<file path="src/rtl/ex_wb_arbiter_pkg.sv">
// ex_wb_arbiter_pkg: shared widths, source ids and slot entry type for the write-back arbiter
package ex_wb_arbiter_pkg;
    localparam int N_SRC = 3;
    localparam int DATA_W = 64;
    localparam int REG_W = 6;
    localparam int PTR_W = $clog2(N_SRC);
    typedef enum logic [PTR_W-1:0] {
        SRC_ALU = 2'd0,
        SRC_MULDIV = 2'd1,
        SRC_LSU = 2'd2
    } src_id_e;
    localparam logic [REG_W-1:0] ZERO_REG = '0;
    typedef struct packed {
        logic [REG_W-1:0] r;
        logic [DATA_W-1:0] d;
    } wb_entry_t;
    function automatic logic [PTR_W-1:0] next_ptr(input logic [PTR_W-1:0] i);
        return (i == PTR_W'(N_SRC - 1)) ? '0 : i + 1'b1;
    endfunction
endpackage

</file>
<file path="src/rtl/ex_wb_arbiter_if.sv">
// ex_wb_arbiter_if: execute-unit result buses and register-file write port
interface ex_wb_arbiter_if;
    import ex_wb_arbiter_pkg::*;
    logic [N_SRC-1:0] src_valid;
    logic [N_SRC-1:0] src_ready;
    logic [N_SRC*DATA_W-1:0] src_data;
    logic [N_SRC*REG_W-1:0] src_reg;
    logic wb_we;
    logic [REG_W-1:0] wb_addr;
    logic [DATA_W-1:0] wb_data;
    modport master (
        output src_valid, src_data, src_reg,
        input src_ready, wb_we, wb_addr, wb_data
    );
    modport slave (
        input src_valid, src_data, src_reg,
        output src_ready, wb_we, wb_addr, wb_data
    );
endinterface

</file>
<file path="src/rtl/ex_wb_rr_arbiter.sv">
// ex_wb_rr_arbiter: picks the first request at or after ptr, wrapping modulo N
module ex_wb_rr_arbiter #(
    parameter int N = 3,
    localparam int W = (N > 1) ? $clog2(N) : 1
) (
    input logic [N-1:0] req,
    input logic [W-1:0] ptr,
    output logic [N-1:0] grant,
    output logic [W-1:0] grant_idx,
    output logic any_grant
);
    logic [W:0] sum;
    // scan offsets from farthest to nearest so the nearest request to ptr wins
    always_comb begin
        grant_idx = '0;
        sum = '0;
        for (int k = N - 1; k >= 0; k--) begin
            sum = {1'b0, ptr} + (W+1)'(k);
            sum = (sum >= (W+1)'(N)) ? sum - (W+1)'(N) : sum;
            grant_idx = req[sum[W-1:0]] ? sum[W-1:0] : grant_idx;
        end
    end
    assign any_grant = |req;
    assign grant = any_grant ? N'(1) << grant_idx : '0;
endmodule

</file>
<file path="src/rtl/ex_wb_arbiter.sv">
// ex_wb_arbiter: buffers one result per execute unit and drains them round-robin to the register file
module ex_wb_arbiter
    import ex_wb_arbiter_pkg::*;
(
    input logic clk,
    input logic rst_n,
    input logic flush,
    ex_wb_arbiter_if.slave bus,
    output logic busy,
    output logic [31:0] conflict_cnt
);
    logic [N_SRC-1:0] slot_v;
    wb_entry_t slot [N_SRC];
    logic [PTR_W-1:0] ptr;
    logic [N_SRC-1:0] grant;
    logic [PTR_W-1:0] grant_idx;
    logic any_grant;
    logic write_ok;
    ex_wb_rr_arbiter #(.N(N_SRC)) u_rr (
        .req(slot_v),
        .ptr(ptr),
        .grant(grant),
        .grant_idx(grant_idx),
        .any_grant(any_grant)
    );
    assign bus.src_ready = ~slot_v | grant;
    assign busy = |slot_v;
    assign write_ok = any_grant & ~flush;
    // slot occupancy: drain on grant, refill on handshake, flush empties everything
    always_ff @(posedge clk or negedge rst_n)
        if (!rst_n) slot_v <= '0;
        else slot_v <= flush ? '0 : (slot_v & ~grant) | (bus.src_valid & bus.src_ready);
    // slot payload only matters while its valid bit is set, so it needs no reset
    always_ff @(posedge clk)
        for (int i = 0; i < N_SRC; i++)
            if (bus.src_valid[i] & bus.src_ready[i])
                slot[i] <= '{r: bus.src_reg[i*REG_W +: REG_W], d: bus.src_data[i*DATA_W +: DATA_W]};
    // round-robin pointer moves past whichever source was just served
    always_ff @(posedge clk or negedge rst_n)
        if (!rst_n) ptr <= '0;
        else ptr <= any_grant ? next_ptr(grant_idx) : ptr;
    // register-file port: r0 entries are consumed silently, address/data hold when idle
    always_ff @(posedge clk or negedge rst_n)
        if (!rst_n) begin
            bus.wb_we <= 1'b0;
            bus.wb_addr <= '0;
            bus.wb_data <= '0;
        end else begin
            bus.wb_we <= write_ok & (slot[grant_idx].r != ZERO_REG);
            bus.wb_addr <= write_ok ? slot[grant_idx].r : bus.wb_addr;
            bus.wb_data <= write_ok ? slot[grant_idx].d : bus.wb_data;
        end
    // count cycles with contention for the write port, saturating at all-ones
    always_ff @(posedge clk or negedge rst_n)
        if (!rst_n) conflict_cnt <= '0;
        else if (!flush && $countones(slot_v) > 1 && conflict_cnt != '1) conflict_cnt <= conflict_cnt + 1'b1;
endmodule

</file>
<file path="src/flat_wrapper.sv">
// flat-port wrapper written by rule: the top's interface ports become plain ports
module ex_wb_arbiter_flat import ex_wb_arbiter_pkg::*;
  (clk, rst_n, flush, busy, conflict_cnt, bus_src_valid, bus_src_data, bus_src_reg, bus_src_ready, bus_wb_we, bus_wb_addr, bus_wb_data);
  ex_wb_arbiter_if bus_i ();
  input logic clk;
  input logic rst_n;
  input logic flush;
  output logic busy;
  output logic [31:0] conflict_cnt;
  input wire logic [$bits(bus_i.src_valid)-1:0] bus_src_valid;
  input wire logic [$bits(bus_i.src_data)-1:0] bus_src_data;
  input wire logic [$bits(bus_i.src_reg)-1:0] bus_src_reg;
  output wire logic [$bits(bus_i.src_ready)-1:0] bus_src_ready;
  output wire logic [$bits(bus_i.wb_we)-1:0] bus_wb_we;
  output wire logic [$bits(bus_i.wb_addr)-1:0] bus_wb_addr;
  output wire logic [$bits(bus_i.wb_data)-1:0] bus_wb_data;
  assign bus_i.src_valid = bus_src_valid;
  assign bus_i.src_data = bus_src_data;
  assign bus_i.src_reg = bus_src_reg;
  assign bus_src_ready = bus_i.src_ready;
  assign bus_wb_we = bus_i.wb_we;
  assign bus_wb_addr = bus_i.wb_addr;
  assign bus_wb_data = bus_i.wb_data;
  ex_wb_arbiter u_core (.clk(clk), .rst_n(rst_n), .flush(flush), .bus(bus_i), .busy(busy), .conflict_cnt(conflict_cnt));
endmodule
</file>
<file path="config.mk">
export PLATFORM = sky130hd
export DESIGN_NAME = ex_wb_arbiter_flat
export DESIGN_NICKNAME = d
export VERILOG_FILES = /design/src/rtl/ex_wb_arbiter_pkg.sv /design/src/rtl/ex_wb_arbiter_if.sv /design/src/rtl/ex_wb_rr_arbiter.sv /design/src/rtl/ex_wb_arbiter.sv /design/src/flat_wrapper.sv
export SDC_FILE = /design/constraint.sdc
export NUM_CORES = 1
export LEC_CHECK = 0
export ABC_AREA = 1
export CORE_MARGIN = 4
export CORE_UTILIZATION = 35
export DETAILED_ROUTE_END_ITERATION = 8
export GPL_ROUTABILITY_DRIVEN = 0
export SETUP_SLACK_MARGIN = 0.02
export SYNTH_ARGS = -nofsm -noshare
export SYNTH_HDL_FRONTEND = slang
export SYNTH_HIERARCHICAL = 1
export SYNTH_SLANG_ARGS = --single-unit
</file>
<file path="constraint.sdc">
create_clock -name clk -period 6.48 [get_ports clk]
set_input_delay 0.648 -clock clk [delete_from_list [all_inputs] [get_ports clk]]
set_output_delay 0.648 -clock clk [all_outputs]
set_load 0.01 [all_outputs]
</file>
==> results.py, run 1 <==
metrics = {
    "clock_network": {
        "cts.sinks": 318,
        "clock_path_buffers": 3,
        "cts_setup_buffers": 0,
        "clock-root-buffer": "clkbuf_16",
        "postCtsHoldBufs": 0,
        "cts_tree": "built",
        "htreeDepth": 2,
        "cts_inserted_buffers": 35,
        "clk_pin_slew_ns": 0.06,
        "clock_insertion_delay_worst_skew_ns": 0.51,
        "cts_repair_resize_count": 0,
    },
    "synth": {
        "synth_common_cells": "nand2_1, edfxtp_1, nor2_1, dfrtp_1, a31oi_1",
        "syn-num-nets": 1285,
        "ys_top_cells_by_area": "edfxtp_1, dfrtp_1, nand2_1, nor2_1, a31oi_1",
        "synth-seq-area-share_pct": 72.10,
        "ys_async_sr_fraction_pct": 33.96,
        "synth.most_common_cell": "nand2_1",
        "synthCells": 1064,
        "synthDistinctLibCells": 32,
        "syn_area_mm2": 0.01249,
        "ys_dominant_reg_cell": "edfxtp_1",
        "synth_seq_cells": 318,
        "yosysWarnings": 6,
        "synth_edf_count": 210,
        "synth_top_area_share_pct": 50.47,
        "synth_area_leader_cell": "edfxtp_1",
        "syn_avg_cell_area_um2": 11.74,
    },
    "final_layout": {
        "stdcell_area_mm2": 0.01732,
        "drive_above_1_share_pct": 5.870,
        "area_growth_pct": 38.63,
        "final_nets": 1610,
        "fin_cells": 1873,
    },
    "routing": {
        "drtIter0Drc": 500,
        "num_vias": 9001,
        "ant_nets": 0,
        "route.detailed.drc": 0,
        "wl_mm": 36.57,
        "wl_per_cell_um": 19.53,
        "drt_pre_antenna_iters": 5,
        "routed_via_density": 4.806,
    },
    "floorplan": {
        "core-area_mm2": 0.03488,
        "die_y_um": 196.9,
        "initial_core_util_pct": 35.82,
        "ioPinCount": 323,
        "dieWidth_um": 196.9,
        "die-area_mm2": 0.03879,
        "row_count": 68,
    },
    "setup_path": {
        "required_ns": 6.91,
        "rr_worst_depth": 12,
        "cp.arrival_ns": 4.09,
        "worst-path-max-fanout": 72,
        "r2r-end": "u_core/bus.wb_data[24]",
        "cp-startpoint": "u_core/ptr[0]",
        "reg2reg_from": "u_core/ptr[0]",
        "r2r_slack_ns": 2.82,
        "cpMostUsedCell": "nand2_1",
        "worstSetupPathType": "reg2reg",
        "crit_chain": "inv_1 > ha_1 > nand2_1 > nand2_1 > nand3_1 > nand2_1 > nand2_2 > nand2_4 > nor2_4 > buf_4 > nand2_1 > a31oi_1",
        "slowest_delay_ns": 1.03,
        "endpoint_kind": "register",
        "critPathLaunchType": "register",
        "slowest_stage": "nor2_4",
    },
    "global_route": {
        "grt_pass1_vias": 9121,
        "grt-ovfl-total": 0,
        "grt_max_degree": 73,
        "antenna_found_initial": 12,
        "grt_pass1_wl_mm": 54.25,
        "grt_usage_pct": 18.27,
    },
    "sta": {
        "finalCritPeriodShare_pct": 56.53,
        "setup_tns_ns": 0,
        "skew_ns": 0.02384,
        "clock.fmax_mhz": 273.0,
        "layout_min_cycle_time_ns": 3.663,
        "slew_violations": 0,
        "rsz0062_at_grt": "false",
        "tightest_slew_ns": 1.098,
        "whs_ns": 0.1878,
        "hold_violations": 0,
        "setup_violations": 0,
        "relSlewSlack_pct": 26.80,
    },
    "status": {
        "outcome": "completed",
    },
    "power": {
        "powerDensity_mw_per_mm2": 395.9,
        "peakVddDrop_mv": 0.2787,
        "p_leak_nw": 6.654,
        "power_mw": 6.858,
    },
    "flow_run": {
        "maxCapViolCount": 0,
    },
    "placed_design": {
        "dp_hpwl_mm": 25.15,
        "placed_cell_area_mm2": 0.01620,
        "io_buffers": 322,
        "dp.cells": 1807,
    },
    "min_path": {
        "hp-class": "in2async",
    },
}
[sequential cells by signal (all words and copies together) (netlist names)]
signal	count
u_core/bus.wb_we	1
u_core/slot	210
u_core/ptr	2
u_core/bus.wb_addr	6
u_core/slot_v	3
u_core/bus.wb_data	64
u_core/conflict_cnt	32
[cell families (layout without fill, tap and decap cells)]
family	Yosys count	after routing	synth area share, %
simple gates	493	493	16.10
fa+ha+maj	5	5	0.5007
compound gates	139	139	7.200
buf+inv	99	449	3.395
xor+xnor	10	10	0.7009
other cells	0	4	0
flops	318	318	72.10
[report_power, final]
group | leakage (nW) | switching, mW | internal (mW)
logic | 2.79 | 1.22 | 0.870
registers | 3.32 | 0.204 | 2.63
clock network | 0.542 | 0.780 | 1.15
total | 6.65 | 2.21 | 4.65
[layout by cell type (no fill, tap or decap), drive strengths merged]
cell type        n
nand3b           8
diode            4
and2             4
clkdlybuf4s50  321
or3              1
nor2           123
clkinv          12
o21ai            3
ha               5
a22oi           48
inv             56
xnor2            6
nand2          327
clkbuf          48
bufinv           3
buf              9
edfxtp         210
nand3           28
nor3             1
a31oi           64
dfrtp          108
a21oi           24
nand4            1
xor2             4
[worst max path at each step]
| stage | slack (ns) | end | cells past startpoint |
|---|---|---|---|
| after global routing | 2.57 | u_core/bus.wb_data[23] | 12 |
| after CTS | 2.74 | u_core/bus.wb_data[11] | 12 |
| final | 2.82 | u_core/bus.wb_data[24] | 12 |
| after detailed placement | 2.75 | u_core/bus.wb_data[11] | 12 |
| after floorplan | 1.32 | u_core/slot[0][0] | 11 |
| after global placement | 2.88 | u_core/bus.wb_data[25] | 12 |
[critical path, delay by kind of cell, from the launching register on]
| family | cells | cell delay (ns) |
|---|---|---|
| AOI/OAI and AO/OA | 1 | 0.20 |
| and+or+nand+nor | 8 | 2.00 |
| buffers and inverters | 2 | 0.61 |
| DFF | 1 | 0.37 |
| adders and majority gates | 1 | 0.33 |
[per-layer routing]
| layer | track usage (%) | wire (µm) |
|---|---|---|
| met5 | 0 | 138 |
| met4 | 4.494 | 703 |
| met3 | 7.761 | 3892 |
| met2 | 30.99 | 17910 |
| met1 | 21.62 | 13930 |
[metrics by stage]
stage / utilization [%] / setup WS [ns]
2_1_floorplan: - / 1.316
3_3_place_gp: 46.43 / 2.877
3_5_place_dp: 46.43 / 2.750
4_1_cts: 49.63 / 2.742
5_1_grt: 49.64 / 2.569
6_report: 49.66 / 2.817
[final cells by class]
type	instances	area, µm²
Timing Repair Buffer	330	3281
Clock buffer	48	954.7
Tap cell	455	569.3
Multi-Input combinational cell	647	3124
Inverter	57	214.0
Fill cell	3127	17560
Clock inverter	14	160.2
Sequential cell	318	9009
Antenna cell	4	10.01
No activity file was read; power rests on OpenSTA's default activity.
==> run 2, diff against run 1 <==
Clock period 6.48 ns to 3.4 ns, I/O delays scaled along.
==> run 2 against run 1 <==
Against the previous run:
- final cell count rose by 0.32%
- critical path depth stayed put
- core utilization up 0.50 points
- flip-flop and latch count is the same
- clock-buffer cell count increased by 2
- register-to-register slack got worse by 1.9 ns
- first-iteration DRC count is 5.8% higher
- clock power up 96%
- cell area grew 1.0%
- largest power group unchanged
- highest routed layer unchanged
==> results.py, run 2 (same netlist as run 1, synthesis figures left out) <==
metrics = {
    "global_route": {
        "grt-ovfl-total": 0,
        "grt_pass1_wl_mm": 54.30,
        "antenna_found_initial": 9,
        "grt_max_degree": 120,
        "grt_pass1_vias": 9228,
        "grt_usage_pct": 18.22,
    },
    "routing": {
        "route.detailed.drc": 0,
        "num_vias": 9074,
        "ant_nets": 0,
        "wl_per_cell_um": 19.28,
        "drt_pre_antenna_iters": 5,
        "routed_via_density": 4.829,
        "wl_mm": 36.22,
        "drtIter0Drc": 529,
    },
    "min_path": {
        "hp-class": "in2reg",
    },
    "clock_network": {
        "clk_pin_slew_ns": 0.06,
        "htreeDepth": 2,
        "postCtsHoldBufs": 1,
        "cts_repair_resize_count": 0,
        "clock_insertion_delay_worst_skew_ns": 0.52,
        "cts_tree": "built",
        "clock-root-buffer": "clkbuf_16",
        "cts.sinks": 318,
        "cts_inserted_buffers": 35,
        "cts_setup_buffers": 0,
        "clock_path_buffers": 3,
    },
    "setup_path": {
        "endpoint_kind": "output port",
        "worst-path-max-fanout": 4,
        "slowest_delay_ns": 0.59,
        "slowest_stage": "clkdlybuf4s50_1",
        "required_ns": 3.06,
        "crit_chain": "inv_1 > ha_1 > inv_1 > nand2_1 > nand3_1 > nand2_1 > nand3_2 > nand2_2 > nor2_2 > inv_1 > nand2_1 > clkdlybuf4s50_1",
        "cp.arrival_ns": 2.62,
        "worstSetupPathType": "reg2out",
        "worst-path-buf-inv": 4,
        "crit_family": "buffers and inverters",
        "critPathLaunchType": "register",
    },
    "final_layout": {
        "fin_cells": 1879,
        "drive_above_1_share_pct": 6.540,
        "largest_reg_flops": 210,
        "largest_registers": "u_core/slot x210, u_core/bus.wb_data x64, u_core/conflict_cnt x32",
        "largest_register": "u_core/slot",
        "final_nets": 1617,
        "layout_commonest_cell": "clkdlybuf4s50_1",
        "area_growth_pct": 40.03,
        "layout_common_cells": "clkdlybuf4s50_1, nand2_1, edfxtp_1, nor2_1, dfrtp_1",
    },
    "power": {
        "switching_power_mw": 4.243,
        "pwr-share-comb_pct": 30.9,
        "internal-power_mw": 9.051,
        "powerDensity_mw_per_mm2": 759.9,
        "p_leak_nw": 6.746,
        "power_mw": 13.29,
        "clockPowerShare_pct": 28.4,
        "peakVddDrop_mv": 0.4452,
        "sw_frac_of_total_pct": 31.92,
        "seqPwrFrac_pct": 40.7,
    },
    "sta": {
        "tightest_slew_ns": 0.9423,
        "setup_tns_ns": 0,
        "rsz0062_at_grt": "false",
        "slew_violations": 0,
        "hold_violations": 0,
        "relSlewSlack_pct": 37.11,
        "setup_violations": 0,
        "skew_ns": 0.02725,
        "layout_min_cycle_time_ns": 2.957,
        "finalCritPeriodShare_pct": 86.97,
        "clock.fmax_mhz": 338.2,
    },
    "floorplan": {
        "initial_core_util_pct": 35.82,
        "row_count": 68,
        "ioPinCount": 323,
        "core-area_mm2": 0.03488,
        "dieWidth_um": 196.9,
        "die_y_um": 196.9,
        "die-area_mm2": 0.03879,
    },
    "placed_design": {
        "dp_hpwl_mm": 25.08,
        "dp.cells": 1813,
        "io_buffers": 322,
    },
    "flow_run": {
        "maxCapViolCount": 0,
    },
    "status": {
        "outcome": "completed",
    },
}
## run 2: cell types whose count changed in the layout (fill, tap and decap cells not counted), moves of 2 or more
cell | previous run | this run
buf_12 | 0 | 7
clkbuf_8 | 3 | 7
clkbuf_1 | 10 | 8
clkinv_1 | 7 | 5
diode_2 | 4 | 2
## run 2: final cells by class
cell class,instances,area [µm²]
fill,3085,17390
antenna,2,5.005
multi-input combinational,647,3115
inverter,57,214.0
clock buffer,50,1002
timing repair buffer,337,3423
tap,455,569.3
sequential,318,9009
clock inverter,13,157.7
## run 2: metrics by stage
step	util, %	setup WS (ns)	instance area (µm²)	hold WS, ns
2_1_floorplan	-	0.5033	12530	0.04441
3_3_place_gp	46.79	0.9542	16320	0.4524
3_5_place_dp	46.79	0.8665	16320	0.4443
4_1_cts	50.14	0.4110	17490	0.3569
5_1_grt	50.15	0.2326	17490	0.3539
6_report	50.15	0.4429	17500	0.3758
## run 2: power by group through the flow
stage	logic, mW	clock network (mW)	registers (mW)
floorplan	1.87	0	5.59
global placement	4.13	0	5.47
detailed placement	4.18	0	5.48
CTS	4.19	3.86	5.42
global route	4.50	4.03	5.49
finish	4.10	3.78	5.42
## run 2: per-layer routing
metal	GRT usage [%]	share of wire, %
met1	22.52	40
met2	30.24	49
met3	6.752	9.3
met4	5.136	2.3
met5	0	0.28
## run 2: final timing paths
path	slack (ns)	startpoint	cells past startpoint	endpoint
setup / recovery	0.44	u_core/ptr[0]	12	bus_src_ready[0]
hold / removal	0.38	bus_src_data[190]	1	u_core/slot[2][62]
setup reg to reg	0.90	u_core/ptr[0]	14	u_core/bus.wb_data[18]
hold reg to reg	0.48	u_core/bus.wb_addr[5]	2	u_core/bus.wb_addr[5]
max in group asynchronous	2.17	rst_n	3	u_core/bus.wb_data[38]
min in group asynchronous	0.42	rst_n	2	u_core/conflict_cnt[2]
==> run 3, diff against run 2 <==
Settings changed: PLACE_DENSITY set to 0.72.
==> run 3 against run 2 <==
Against the previous run:
- sequential share of layout area grew 0.21 points
- final cell count grew 0.21%
- setup slack lost 0.14 ns
- critical endpoint unchanged
==> results.py, run 3 (same netlist as run 1, synthesis figures left out) <==
metrics = {
    "routing": {
        "num_vias": 9117,
        "drtIter0Drc": 528,
        "wl_per_cell_um": 18.71,
        "ant_nets": 0,
        "wl_mm": 35.23,
        "route.detailed.drc": 0,
        "drt_pre_antenna_iters": 5,
        "routed_via_density": 4.842,
    },
    "floorplan": {
        "core-area_mm2": 0.03488,
        "die-area_mm2": 0.03879,
        "row_count": 68,
        "dieWidth_um": 196.9,
        "die_y_um": 196.9,
        "ioPinCount": 323,
        "initial_core_util_pct": 35.82,
    },
    "power": {
        "powerDensity_mw_per_mm2": 752.5,
        "sw_frac_of_total_pct": 32.52,
        "seqPwrFrac_pct": 41.3,
        "p_leak_nw": 6.722,
        "pwr-share-comb_pct": 30.8,
        "clockPowerShare_pct": 27.9,
        "switching_power_mw": 4.264,
        "internal-power_mw": 8.847,
        "peakVddDrop_mv": 0.4775,
    },
    "sta": {
        "whs_ns": 0.3779,
        "finalCritPeriodShare_pct": 91.09,
        "tightest_slew_ns": 0.7622,
        "setup_violations": 0,
        "clock.fmax_mhz": 322.9,
        "setup_tns_ns": 0,
        "hold_violations": 0,
        "slew_violations": 0,
        "rsz0062_at_grt": "false",
        "layout_min_cycle_time_ns": 3.097,
        "skew_ns": 0.02046,
        "relSlewSlack_pct": 49.19,
    },
    "setup_path": {
        "worst-path-max-fanout": 3,
        "cp.arrival_ns": 2.76,
        "critPathLaunchType": "register",
        "endpoint_kind": "output port",
        "worstSetupPathType": "reg2out",
        "required_ns": 3.06,
    },
    "global_route": {
        "use_met1_pct": 21.60,
        "use_met3_pct": 5.829,
        "grt_pass1_vias": 9370,
        "grt_max_degree": 120,
        "grt_pass1_wl_mm": 53.39,
        "grt_usage_pct": 17.66,
        "busiest_layer": "met2",
        "grt-ovfl-total": 0,
        "antenna_found_initial": 2,
        "grt_util_met2_pct": 30.25,
    },
    "clock_network": {
        "cts_setup_buffers": 0,
        "clock-root-buffer": "clkbuf_16",
        "cts.sinks": 318,
        "cts_tree": "built",
        "htreeDepth": 2,
        "clk_pin_slew_ns": 0.06,
        "clock_insertion_delay_worst_skew_ns": 0.51,
        "cts_inserted_buffers": 36,
        "clock_path_buffers": 3,
    },
    "final_layout": {
        "layout_commonest_cell": "clkdlybuf4s50_1",
        "drive_above_1_share_pct": 7.008,
        "layout_common_cells": "clkdlybuf4s50_1, nand2_1, edfxtp_1, nor2_1, dfrtp_1",
        "regArea_mm2": 0.009009,
        "largest_register": "u_core/slot",
        "area_growth_pct": 39.45,
        "n_fill_cell": 3077,
        "fin_util_pct": 49.95,
        "final_nets": 1621,
        "multi_input_area_mm2": 0.003120,
        "largest_registers": "u_core/slot x210, u_core/bus.wb_data x64, u_core/conflict_cnt x32",
        "largest_reg_flops": 210,
    },
    "flow_run": {
        "maxCapViolCount": 0,
    },
    "min_path": {
        "hp-class": "in2reg",
    },
    "placed_design": {
        "io_buffers": 322,
        "dp_hpwl_mm": 24.82,
    },
    "status": {
        "outcome": "completed",
    },
}
## run 3: cell types whose count changed in the layout (fill, tap and decap cells not counted), sizes merged
cell / before / now
inv: 56 / 59
clkbuf: 50 / 48
bufinv: 3 / 1
diode: 2 / 1
clkinv: 11 / 12
clkinvlp: 0 / 2
buf: 15 / 18
## run 3: area by class of cell
| type | instances | area share [%] |
|---|---|---|
| timing repair buffer | 340 | 19.42 |
| clock buffer | 48 | 5.659 |
| multi-input combinational | 647 | 17.91 |
| inverter | 57 | 1.228 |
| tap | 455 | 3.267 |
| sequential | 318 | 51.71 |
| antenna | 1 | 0.01436 |
| clock inverter | 17 | 0.7971 |
## run 3: final timing paths
path | slack [ns] | from | cells past startpoint | to
worst max register to register | 0.59 | u_core/ptr[0] | 12 | u_core/bus.wb_data[2]
max in group asynchronous | 2.15 | rst_n | 3 | u_core/bus.wb_data[23]
min in group asynchronous | 0.48 | rst_n | 2 | u_core/ptr[1]
worst max-delay path | 0.30 | u_core/ptr[0] | 12 | bus_src_ready[0]
worst min register to register | 0.50 | u_core/bus.wb_addr[0] | 2 | u_core/bus.wb_addr[0]
worst min-delay path | 0.38 | bus_src_data[80] | 1 | u_core/slot[1][16]
## run 3: metrics by stage
step,power [mW],setup slack (ns),std cells,area (µm²)
3_3_place_gp,9.426,0.8436,1816,16290
6_report,13.11,0.3030,1883,17420
2_1_floorplan,7.464,0.5033,1064,12530
4_1_cts,13.26,0.3092,1882,17420
5_1_grt,13.81,0.1405,1883,17420
3_5_place_dp,9.547,0.6409,1816,16290
## run 3: what timing repair did
action / in CTS / in global routing
resized for setup: 0 / 0
endpoints found under the setup margin: 0 / 0
hold endpoints to repair: 53 / 0
hold buffers: 1 / 0
## run 3: worst max-delay path, stage by stage, from the launching register on
cell and delay, ns:
dfrtp_1 0.37, inv_1 0.08, ha_1 0.35, nand2_1 0.10
nand2_1 0.08, nand3_1 0.08, nand2_1 0.08, nand2_2 0.10
nand3_1 0.09, nor2_2 0.15, inv_1 0.10, nand2_1 0.09
clkdlybuf4s50_1 0.59
## run 3: power by group through the flow
stage          combinational, mW  clock (mW)  sequential [mW]
6_report                    4.03        3.66             5.42
5_1_grt                     4.40        3.91             5.50
4_1_cts                     4.08        3.76             5.42
3_5_place_dp                4.06           0             5.48
3_3_place_gp                3.97           0             5.46
2_1_floorplan               1.87           0             5.59
## run 3: routing by layer
| layer | vias up | share of wire (%) |
|---|---|---|
| li1 | 4333 | - |
| met1 | 4324 | 38 |
| met2 | 397 | 50 |
| met3 | 61 | 9.7 |
| met4 | 2 | 2.5 |
| met5 | - | 0.034 |
